===== src/rtl/cdp_int8_sq_window_if.sv =====
`default_nettype none
// ============================================================================
// Module   : cdp_int8_sq_window_if
// Brief    : Element handshake, register inputs and squared-tap outputs of
//            the CDP int8 channel-window feeder.
// Revision : 1.0
// ============================================================================
interface cdp_int8_sq_window_if #(
  parameter int pINT8_BW = 9,
  parameter int pCH_W    = 13
);
  logic [1:0]            reg2dp_normalz_len;
  logic [pCH_W-1:0]      reg2dp_channel_num;
  logic                  din_vld;
  logic                  din_rdy;
  logic [pINT8_BW-1:0]   din_pd;
  logic [2*pINT8_BW-2:0] sq_pd_int8_0;
  logic [2*pINT8_BW-2:0] sq_pd_int8_1;
  logic [2*pINT8_BW-2:0] sq_pd_int8_2;
  logic [2*pINT8_BW-2:0] sq_pd_int8_3;
  logic [2*pINT8_BW-2:0] sq_pd_int8_4;
  logic [2*pINT8_BW-2:0] sq_pd_int8_5;
  logic [2*pINT8_BW-2:0] sq_pd_int8_6;
  logic [2*pINT8_BW-2:0] sq_pd_int8_7;
  logic [2*pINT8_BW-2:0] sq_pd_int8_8;
  logic                  load_din_d;
  logic                  load_din_2d;
  logic                  len5;
  logic                  len7;
  logic                  len9;

  modport master (
    output reg2dp_normalz_len, reg2dp_channel_num, din_vld, din_pd,
    input  din_rdy,
    input  sq_pd_int8_0, sq_pd_int8_1, sq_pd_int8_2, sq_pd_int8_3, sq_pd_int8_4,
    input  sq_pd_int8_5, sq_pd_int8_6, sq_pd_int8_7, sq_pd_int8_8,
    input  load_din_d, load_din_2d, len5, len7, len9
  );

  modport slave (
    input  reg2dp_normalz_len, reg2dp_channel_num, din_vld, din_pd,
    output din_rdy,
    output sq_pd_int8_0, sq_pd_int8_1, sq_pd_int8_2, sq_pd_int8_3, sq_pd_int8_4,
    output sq_pd_int8_5, sq_pd_int8_6, sq_pd_int8_7, sq_pd_int8_8,
    output load_din_d, load_din_2d, len5, len7, len9
  );
endinterface
`default_nettype wire


===== src/rtl/cdp_int8_sq_window.sv =====
`default_nettype none
// ============================================================================
// Module   : cdp_int8_sq_window
// Brief    : Squares int8-domain elements and keeps a 9-deep zero-padded
//            sliding channel window per pixel for the LRN square-sum block.
// Revision : 1.0
// ============================================================================
module cdp_int8_sq_window #(
  parameter int pINT8_BW = 9,
  parameter int pCH_W    = 13
) (
  input wire logic autosa_core_clk,
  input wire logic autosa_core_rst,
  cdp_int8_sq_window_if.slave if_dp
);
  localparam int c_SQ_W  = 2*pINT8_BW-1;
  localparam int c_CNT_W = pCH_W+1;

  typedef enum logic [1:0] {
    ST_IDLE  = 2'd0,
    ST_DATA  = 2'd1,
    ST_FLUSH = 2'd2
  } state_t;

  state_t                r_state;
  state_t                w_state_nxt;
  logic [c_CNT_W-1:0]    r_cnt;
  logic [c_CNT_W-1:0]    r_ch_num;
  logic [c_CNT_W-1:0]    w_idx;
  logic [c_SQ_W-1:0]     r_tap [0:8];
  logic signed [c_SQ_W-1:0] w_din_ext;
  logic signed [c_SQ_W-1:0] w_prod;
  logic [c_SQ_W-1:0]     w_new;
  logic                  w_rdy;
  logic                  w_accept;
  logic                  w_shift;
  logic                  w_first;
  logic                  r_ld_d;
  logic                  r_ld_2d;
  logic                  r_len5;
  logic                  r_len7;
  logic                  r_len9;

  assign w_rdy     = (r_state != ST_FLUSH) & ~autosa_core_rst;
  assign w_accept  = if_dp.din_vld & w_rdy;
  assign w_shift   = w_accept | (r_state == ST_FLUSH);
  assign w_first   = w_accept & (r_state == ST_IDLE);
  assign w_idx     = (r_state == ST_IDLE) ? '0 : r_cnt;

  // Sign-extending to the tap width keeps the truncated product exact.
  assign w_din_ext = {{(c_SQ_W-pINT8_BW){if_dp.din_pd[pINT8_BW-1]}}, if_dp.din_pd};
  assign w_prod    = w_din_ext * w_din_ext;
  assign w_new     = (r_state == ST_FLUSH) ? '0 : w_prod;

  always_ff @(posedge autosa_core_clk or posedge autosa_core_rst) begin
    if (autosa_core_rst) begin
      r_state <= ST_IDLE;
    end else begin
      r_state <= w_state_nxt;
    end
  end

  always_comb begin
    w_state_nxt = r_state;
    case (r_state)
      ST_IDLE: begin
        if (w_accept) begin
          w_state_nxt = (if_dp.reg2dp_channel_num == '0) ? ST_FLUSH : ST_DATA;
        end
      end
      ST_DATA: begin
        if (w_accept && (r_cnt == r_ch_num)) begin
          w_state_nxt = ST_FLUSH;
        end
      end
      ST_FLUSH: begin
        if (r_cnt == r_ch_num + c_CNT_W'(4)) begin
          w_state_nxt = ST_IDLE;
        end
      end
      default: w_state_nxt = ST_IDLE;
    endcase
  end

  always_ff @(posedge autosa_core_clk or posedge autosa_core_rst) begin
    if (autosa_core_rst) begin
      r_cnt    <= '0;
      r_ch_num <= '0;
      r_len5   <= 1'b0;
      r_len7   <= 1'b0;
      r_len9   <= 1'b0;
      r_ld_d   <= 1'b0;
      r_ld_2d  <= 1'b0;
    end else begin
      if (w_shift) begin
        r_cnt <= (w_state_nxt == ST_IDLE) ? '0 : w_idx + c_CNT_W'(1);
      end
      if (w_first) begin
        r_ch_num <= {1'b0, if_dp.reg2dp_channel_num};
        r_len5   <= (if_dp.reg2dp_normalz_len == 2'd1);
        r_len7   <= (if_dp.reg2dp_normalz_len == 2'd2);
        r_len9   <= (if_dp.reg2dp_normalz_len == 2'd3);
      end
      r_ld_d  <= w_shift & (w_idx >= c_CNT_W'(4));
      r_ld_2d <= r_ld_d;
    end
  end

  // The first shift of a pixel clears the older taps so nothing leaks across pixels.
  always_ff @(posedge autosa_core_clk or posedge autosa_core_rst) begin
    if (autosa_core_rst) begin
      for (int k = 0; k < 9; k++) begin
        r_tap[k] <= '0;
      end
    end else if (w_shift) begin
      r_tap[8] <= w_new;
      for (int k = 0; k < 8; k++) begin
        r_tap[k] <= w_first ? '0 : r_tap[k+1];
      end
    end
  end

  assign if_dp.din_rdy      = w_rdy;
  assign if_dp.sq_pd_int8_0 = r_tap[0];
  assign if_dp.sq_pd_int8_1 = r_tap[1];
  assign if_dp.sq_pd_int8_2 = r_tap[2];
  assign if_dp.sq_pd_int8_3 = r_tap[3];
  assign if_dp.sq_pd_int8_4 = r_tap[4];
  assign if_dp.sq_pd_int8_5 = r_tap[5];
  assign if_dp.sq_pd_int8_6 = r_tap[6];
  assign if_dp.sq_pd_int8_7 = r_tap[7];
  assign if_dp.sq_pd_int8_8 = r_tap[8];
  assign if_dp.load_din_d   = r_ld_d;
  assign if_dp.load_din_2d  = r_ld_2d;
  assign if_dp.len5         = r_len5;
  assign if_dp.len7         = r_len7;
  assign if_dp.len9         = r_len9;
endmodule
`default_nettype wire


===== src/flat_wrapper.sv =====
// flat-port wrapper written by rule: the top's interface ports become plain ports
module cdp_int8_sq_window_flat 
#(
  parameter int pINT8_BW = 9,
  parameter int pCH_W    = 13
)
  (autosa_core_clk, autosa_core_rst, if_dp_reg2dp_normalz_len, if_dp_reg2dp_channel_num, if_dp_din_vld, if_dp_din_pd, if_dp_din_rdy, if_dp_sq_pd_int8_0, if_dp_sq_pd_int8_1, if_dp_sq_pd_int8_2, if_dp_sq_pd_int8_3, if_dp_sq_pd_int8_4, if_dp_sq_pd_int8_5, if_dp_sq_pd_int8_6, if_dp_sq_pd_int8_7, if_dp_sq_pd_int8_8, if_dp_load_din_d, if_dp_load_din_2d, if_dp_len5, if_dp_len7, if_dp_len9);
  cdp_int8_sq_window_if #(.pINT8_BW(pINT8_BW), .pCH_W(pCH_W)) if_dp_i ();
  input wire logic autosa_core_clk;
  input wire logic autosa_core_rst;
  input wire logic [$bits(if_dp_i.reg2dp_normalz_len)-1:0] if_dp_reg2dp_normalz_len;
  input wire logic [$bits(if_dp_i.reg2dp_channel_num)-1:0] if_dp_reg2dp_channel_num;
  input wire logic [$bits(if_dp_i.din_vld)-1:0] if_dp_din_vld;
  input wire logic [$bits(if_dp_i.din_pd)-1:0] if_dp_din_pd;
  output wire logic [$bits(if_dp_i.din_rdy)-1:0] if_dp_din_rdy;
  output wire logic [$bits(if_dp_i.sq_pd_int8_0)-1:0] if_dp_sq_pd_int8_0;
  output wire logic [$bits(if_dp_i.sq_pd_int8_1)-1:0] if_dp_sq_pd_int8_1;
  output wire logic [$bits(if_dp_i.sq_pd_int8_2)-1:0] if_dp_sq_pd_int8_2;
  output wire logic [$bits(if_dp_i.sq_pd_int8_3)-1:0] if_dp_sq_pd_int8_3;
  output wire logic [$bits(if_dp_i.sq_pd_int8_4)-1:0] if_dp_sq_pd_int8_4;
  output wire logic [$bits(if_dp_i.sq_pd_int8_5)-1:0] if_dp_sq_pd_int8_5;
  output wire logic [$bits(if_dp_i.sq_pd_int8_6)-1:0] if_dp_sq_pd_int8_6;
  output wire logic [$bits(if_dp_i.sq_pd_int8_7)-1:0] if_dp_sq_pd_int8_7;
  output wire logic [$bits(if_dp_i.sq_pd_int8_8)-1:0] if_dp_sq_pd_int8_8;
  output wire logic [$bits(if_dp_i.load_din_d)-1:0] if_dp_load_din_d;
  output wire logic [$bits(if_dp_i.load_din_2d)-1:0] if_dp_load_din_2d;
  output wire logic [$bits(if_dp_i.len5)-1:0] if_dp_len5;
  output wire logic [$bits(if_dp_i.len7)-1:0] if_dp_len7;
  output wire logic [$bits(if_dp_i.len9)-1:0] if_dp_len9;
  assign if_dp_i.reg2dp_normalz_len = if_dp_reg2dp_normalz_len;
  assign if_dp_i.reg2dp_channel_num = if_dp_reg2dp_channel_num;
  assign if_dp_i.din_vld = if_dp_din_vld;
  assign if_dp_i.din_pd = if_dp_din_pd;
  assign if_dp_din_rdy = if_dp_i.din_rdy;
  assign if_dp_sq_pd_int8_0 = if_dp_i.sq_pd_int8_0;
  assign if_dp_sq_pd_int8_1 = if_dp_i.sq_pd_int8_1;
  assign if_dp_sq_pd_int8_2 = if_dp_i.sq_pd_int8_2;
  assign if_dp_sq_pd_int8_3 = if_dp_i.sq_pd_int8_3;
  assign if_dp_sq_pd_int8_4 = if_dp_i.sq_pd_int8_4;
  assign if_dp_sq_pd_int8_5 = if_dp_i.sq_pd_int8_5;
  assign if_dp_sq_pd_int8_6 = if_dp_i.sq_pd_int8_6;
  assign if_dp_sq_pd_int8_7 = if_dp_i.sq_pd_int8_7;
  assign if_dp_sq_pd_int8_8 = if_dp_i.sq_pd_int8_8;
  assign if_dp_load_din_d = if_dp_i.load_din_d;
  assign if_dp_load_din_2d = if_dp_i.load_din_2d;
  assign if_dp_len5 = if_dp_i.len5;
  assign if_dp_len7 = if_dp_i.len7;
  assign if_dp_len9 = if_dp_i.len9;
  cdp_int8_sq_window #(.pINT8_BW(pINT8_BW), .pCH_W(pCH_W)) u_core (.autosa_core_clk(autosa_core_clk), .autosa_core_rst(autosa_core_rst), .if_dp(if_dp_i));
endmodule

===== config.mk =====
export PLATFORM = sky130hd
export DESIGN_NAME = cdp_int8_sq_window_flat
export DESIGN_NICKNAME = d
export VERILOG_FILES = /design/src/rtl/cdp_int8_sq_window_if.sv /design/src/rtl/cdp_int8_sq_window.sv /design/src/flat_wrapper.sv
export SDC_FILE = /design/constraint.sdc
export NUM_CORES = 1
export LEC_CHECK = 0
export ABC_AREA = 0
export CORE_MARGIN = 3
export CORE_UTILIZATION = 49
export CTS_BUF_LIST = sky130_fd_sc_hd__clkbuf_16
export DETAILED_ROUTE_END_ITERATION = 8
export GPL_TIMING_DRIVEN = 0
export PLACE_DENSITY = 0.78
export SLEW_MARGIN = 20
export SYNTH_ARGS = -nofsm -noshare
export SYNTH_HDL_FRONTEND = slang
export SYNTH_SLANG_ARGS = --single-unit

===== constraint.sdc =====
create_clock -name autosa_core_clk -period 6.1 [get_ports autosa_core_clk]
set_input_delay 1.22 -clock autosa_core_clk [delete_from_list [all_inputs] [get_ports autosa_core_clk]]
set_output_delay 1.22 -clock autosa_core_clk [all_outputs]
set_load 0.01 [all_outputs]

==> metrics.txt, run 1 <==
Hold Vio Cnt, Final=0; Internal Pwr Total=roughly 3.4 mW; full die area=23900 um2; Crit Path Max Fanout=8; Final GP Congestion=between 0.9 and 1; Final min period=slightly below 6 ns; status=complete, no violations; Netlist cell types=73; fmax=0.172 GHz; synthesis-to-finish area growth=26.8%; Post-synth ARST share=100%; Placeable Area=approximately 21000 um2; Max Root-Sink Buffers=2; slowest CP cell=fa_1; critical path launch point type=input pin; cells along the critical path=clkdlybuf4s50_1 -> clkbuf_2 -> nand2_1 -> inv_1 -> fa_1 -> fa_1 -> ha_1 -> inv_1 -> fa_1 -> inv_1 -> ha_1 -> ha_1 -> fa_1 -> a21o_1 -> a21oi_2 -> o21bai_1 -> a21boi_0 -> o21ai_0 -> mux2i_1 -> a221o_1; max-slew violations=0; Synth Cell Area=roughly 11000 um2; Post-synth top cells=nand2_1 (344), dfrtp_1 (186), o21ai_0 (155); IO buf count=182; clock skew=0.0125 ns; Avg Inst Size Synth=9.00 um2; P per Cell Area=around 420 nW/um2; worst hold path class=reg2reg; grt ovf=0; Clock Tree Root=clkbuf_16; clock buffer count from CTS=17; Fin Setup TNS=0 ns; period utilization=between 90% and 100%; Via Count=9279; number of synthesized flops with an enable pin=0; max cap viols=0; clock-pin slew on the worst setup and hold paths=0.07 ns; Placed Cells=1664; antenna violations before repair=0; final cell count without fillers=~1700; first-pass GRT wire length=48100 um; final setup vio count=0; CP Capture Type=flop; Psw=about 2.3 mW; Seq/Total Area, Yosys=43.1%; Cells after Synth=1201; RSZ-0062 raised after global routing=no; I/O pin cnt=186; CP arrival=6.14 ns; vias in the first global route=9430; Lkg Pwr=6.22 nW; drt initial violations=546; critical path class=in2reg; count leader, synth=nand2_1; Tot GR Track Use=24.9%; Synth Flop Type=dfrtp_1; CP required=6.41 ns; Initial Util=around half; top cells by area, synth=dfrtp_1 (43%), nand2_1 (12%), fa_1 (10%); dpl hpwl=23000 um; post-synth top area cell=dfrtp_1; combinational power share=47.5%; Final nets=roughly 1500; row count=53; CP bufs+invs=5; Tightest Pin Transition=0.744 ns; Routed Antenna Nets=0; post-route DRC violation count=0; Post-CTS Setup Inserts=0; diode count=0; proportion of power drawn by flip-flops and latches=33.6%; Sw Share=39.7%; clock share of power=18.9%; die extent in x=155 um; Net Count, Synth=1323; pin count of the biggest net entering global routing=35; peak supply drop=about 0.19 mV; drt first pass iters=5; die height=155 um; vias per std cell=5.47; TritonCTS clock tree=yes; Crit path largest cell delay=0.53 ns; H-tree levels=4; Routed WL=slightly below 30000 um; DR WL/cell=17.1 um; Yosys warning count=0; cell family contributing the most delay on the critical path=adder cells; clk_lat worst skew=approximately 0.43 ns; r2r setup slk=between 2 and 2.5 ns; Sink Count=about 190; share of layout cells above drive strength 1=6.48%; Synth Register Bits=186; Rel. slew slack=approximately half; area share of the largest cell type after synthesis=43.1%; crit-path most repeated cell=fa_1
through the flow:
stage | setup WS (ns) | hold WS (ns) | cell area [um2] | util (%) | total power, mW
6_report | 0.276 | 0.385 | 13700 | 64.2 | 5.70
3_3_place_gp | -2.00 | 0.361 | 13000 | 60.8 | 4.54
4_1_cts | 0.0252 | 0.388 | 13700 | 64.1 | 5.72
2_1_floorplan | 0.352 | 0.416 | 10800 | - | 3.52
3_5_place_dp | -0.551 | 0.371 | 13100 | 61.4 | 4.63
5_1_grt | 0.0249 | 0.396 | 13700 | 64.2 | 6.15
placed cells by master, fill, tap and decap left out, types with 12 or more instances in the layout:
master | netlist | final
ha_1 | 41 | 41
clkbuf_16 | 0 | 17
fa_1 | 54 | 54
clkdlybuf4s50_1 | 0 | 176
clkbuf_1 | 57 | 53
nand2_1 | 344 | 344
mux2_2 | 12 | 12
nor2_1 | 30 | 29
xnor2_1 | 24 | 24
and2_1 | 12 | 12
dfrtp_1 | 186 | 186
o21ai_0 | 155 | 155
nand3_1 | 12 | 12
inv_1 | 87 | 86
a21oi_1 | 26 | 25
cell type report:
cell class                      instances  area (um2)
Sequential cell                       186        4650
Tap cell                              275         344
Timing Repair Buffer                  188        1950
Multi-Input combinational cell        851        5510
Fill cell                            1792        7640
Buffer                                 76         339
Clock buffer                           17         425
Inverter                               87         330
Clock inverter                         15         155
worst reg2reg max path, stage by stage (launching register included):
cell	delay, ns
dfrtp_1	0.50
or2_2	0.16
clkbuf_1	0.32
clkbuf_1	0.52
clkbuf_1	0.41
nand2_1	0.14
inv_1	0.08
ha_1	0.24
and3_1	0.25
nand2_1	0.11
nor3_1	0.40
a41oi_1	0.17
o221a_2	0.27
a31oi_1	0.14
o31ai_1	0.09
metal layers:
metal	vias up	global-route usage [%]	part of all wire, %
met1	4503	31.3	40
met3	59	5.04	7.2
met4	0	9.08	3.0
li1	4364	-	-
met2	353	42.6	50
met5	-	0	0
final timing paths:
kind	start	end	depth (start not counted)
setup / recovery	if_dp_din_pd[4]	u_core.if_dp.sq_pd_int8_8[15]$_DFFE_PP0P_	20
hold / removal	u_core.if_dp.load_din_d$_DFF_PP0_	u_core.if_dp.load_din_2d$_DFF_PP0_	0
setup reg to reg	u_core.r_state[1]$_DFF_PP0_	u_core.r_cnt[12]$_DFFE_PP0P_	14
hold reg to reg	u_core.if_dp.load_din_d$_DFF_PP0_	u_core.if_dp.load_din_2d$_DFF_PP0_	0
max in group asynchronous	autosa_core_rst	u_core.if_dp.sq_pd_int8_1[6]$_DFFE_PP0P_	6
min in group asynchronous	autosa_core_rst	u_core.r_cnt[11]$_DFFE_PP0P_	2
kinds of logic (layout without fill, tap and decap cells):
kind of cell	count (synthesis)	count (layout)	synth area share (%)
AND/OR/NAND/NOR	464	464	18.4
AO/OA/AOI/OAI	243	243	13.3
flip-flops	186	186	43.1
buffers and inverters	164	383	6.16
adder cells (fa/ha/maj)	95	95	14.7
XOR/XNOR	35	35	2.97
multiplexers	13	13	1.34
other	1	1	0.0347
power groups by stage:
stage | Clock (mW) | Combinational (mW) | Sequential [mW]
6_report | 1.08 | 2.70 | 1.92
5_1_grt | 1.14 | 3.05 | 1.96
4_1_cts | 1.09 | 2.71 | 1.91
3_5_place_dp | 0 | 2.69 | 1.94
3_3_place_gp | 0 | 2.61 | 1.93
2_1_floorplan | 0 | 1.56 | 1.96
state kept, by name, summed over array words and instances, names as in the netlist:
| name | flops |
|---|---|
| u_core.if_dp.sq_pd_int8_2 | 17 |
| u_core.if_dp.sq_pd_int8_4 | 17 |
| u_core.if_dp.sq_pd_int8_5 | 17 |
| u_core.if_dp.len5 | 1 |
| u_core.if_dp.len9 | 1 |
| u_core.if_dp.sq_pd_int8_0 | 17 |
| u_core.if_dp.load_din_d | 1 |
| u_core.if_dp.len7 | 1 |
| u_core.if_dp.sq_pd_int8_1 | 17 |
| u_core.if_dp.sq_pd_int8_6 | 17 |
| u_core.r_cnt | 14 |
| u_core.r_ch_num | 13 |
| u_core.if_dp.sq_pd_int8_8 | 16 |
| u_core.if_dp.load_din_2d | 1 |
| u_core.if_dp.sq_pd_int8_3 | 17 |
| u_core.r_state | 2 |
| u_core.if_dp.sq_pd_int8_7 | 17 |
repair_timing:
item                                    in CTS  in global routing
endpoints found under the setup margin       2                  5
gates cloned                                 0                  0
gates resized for setup                      4                 11
hold buffers                                 0                  0
(Power assumes the default switching activity.)
==> run 2: changes to the inputs <==
CTS_CLUSTER_SIZE = 12   (was default)
==> results of run 2 <==
Same layout as run 1: the final DEF is identical, and so are final timing and power.
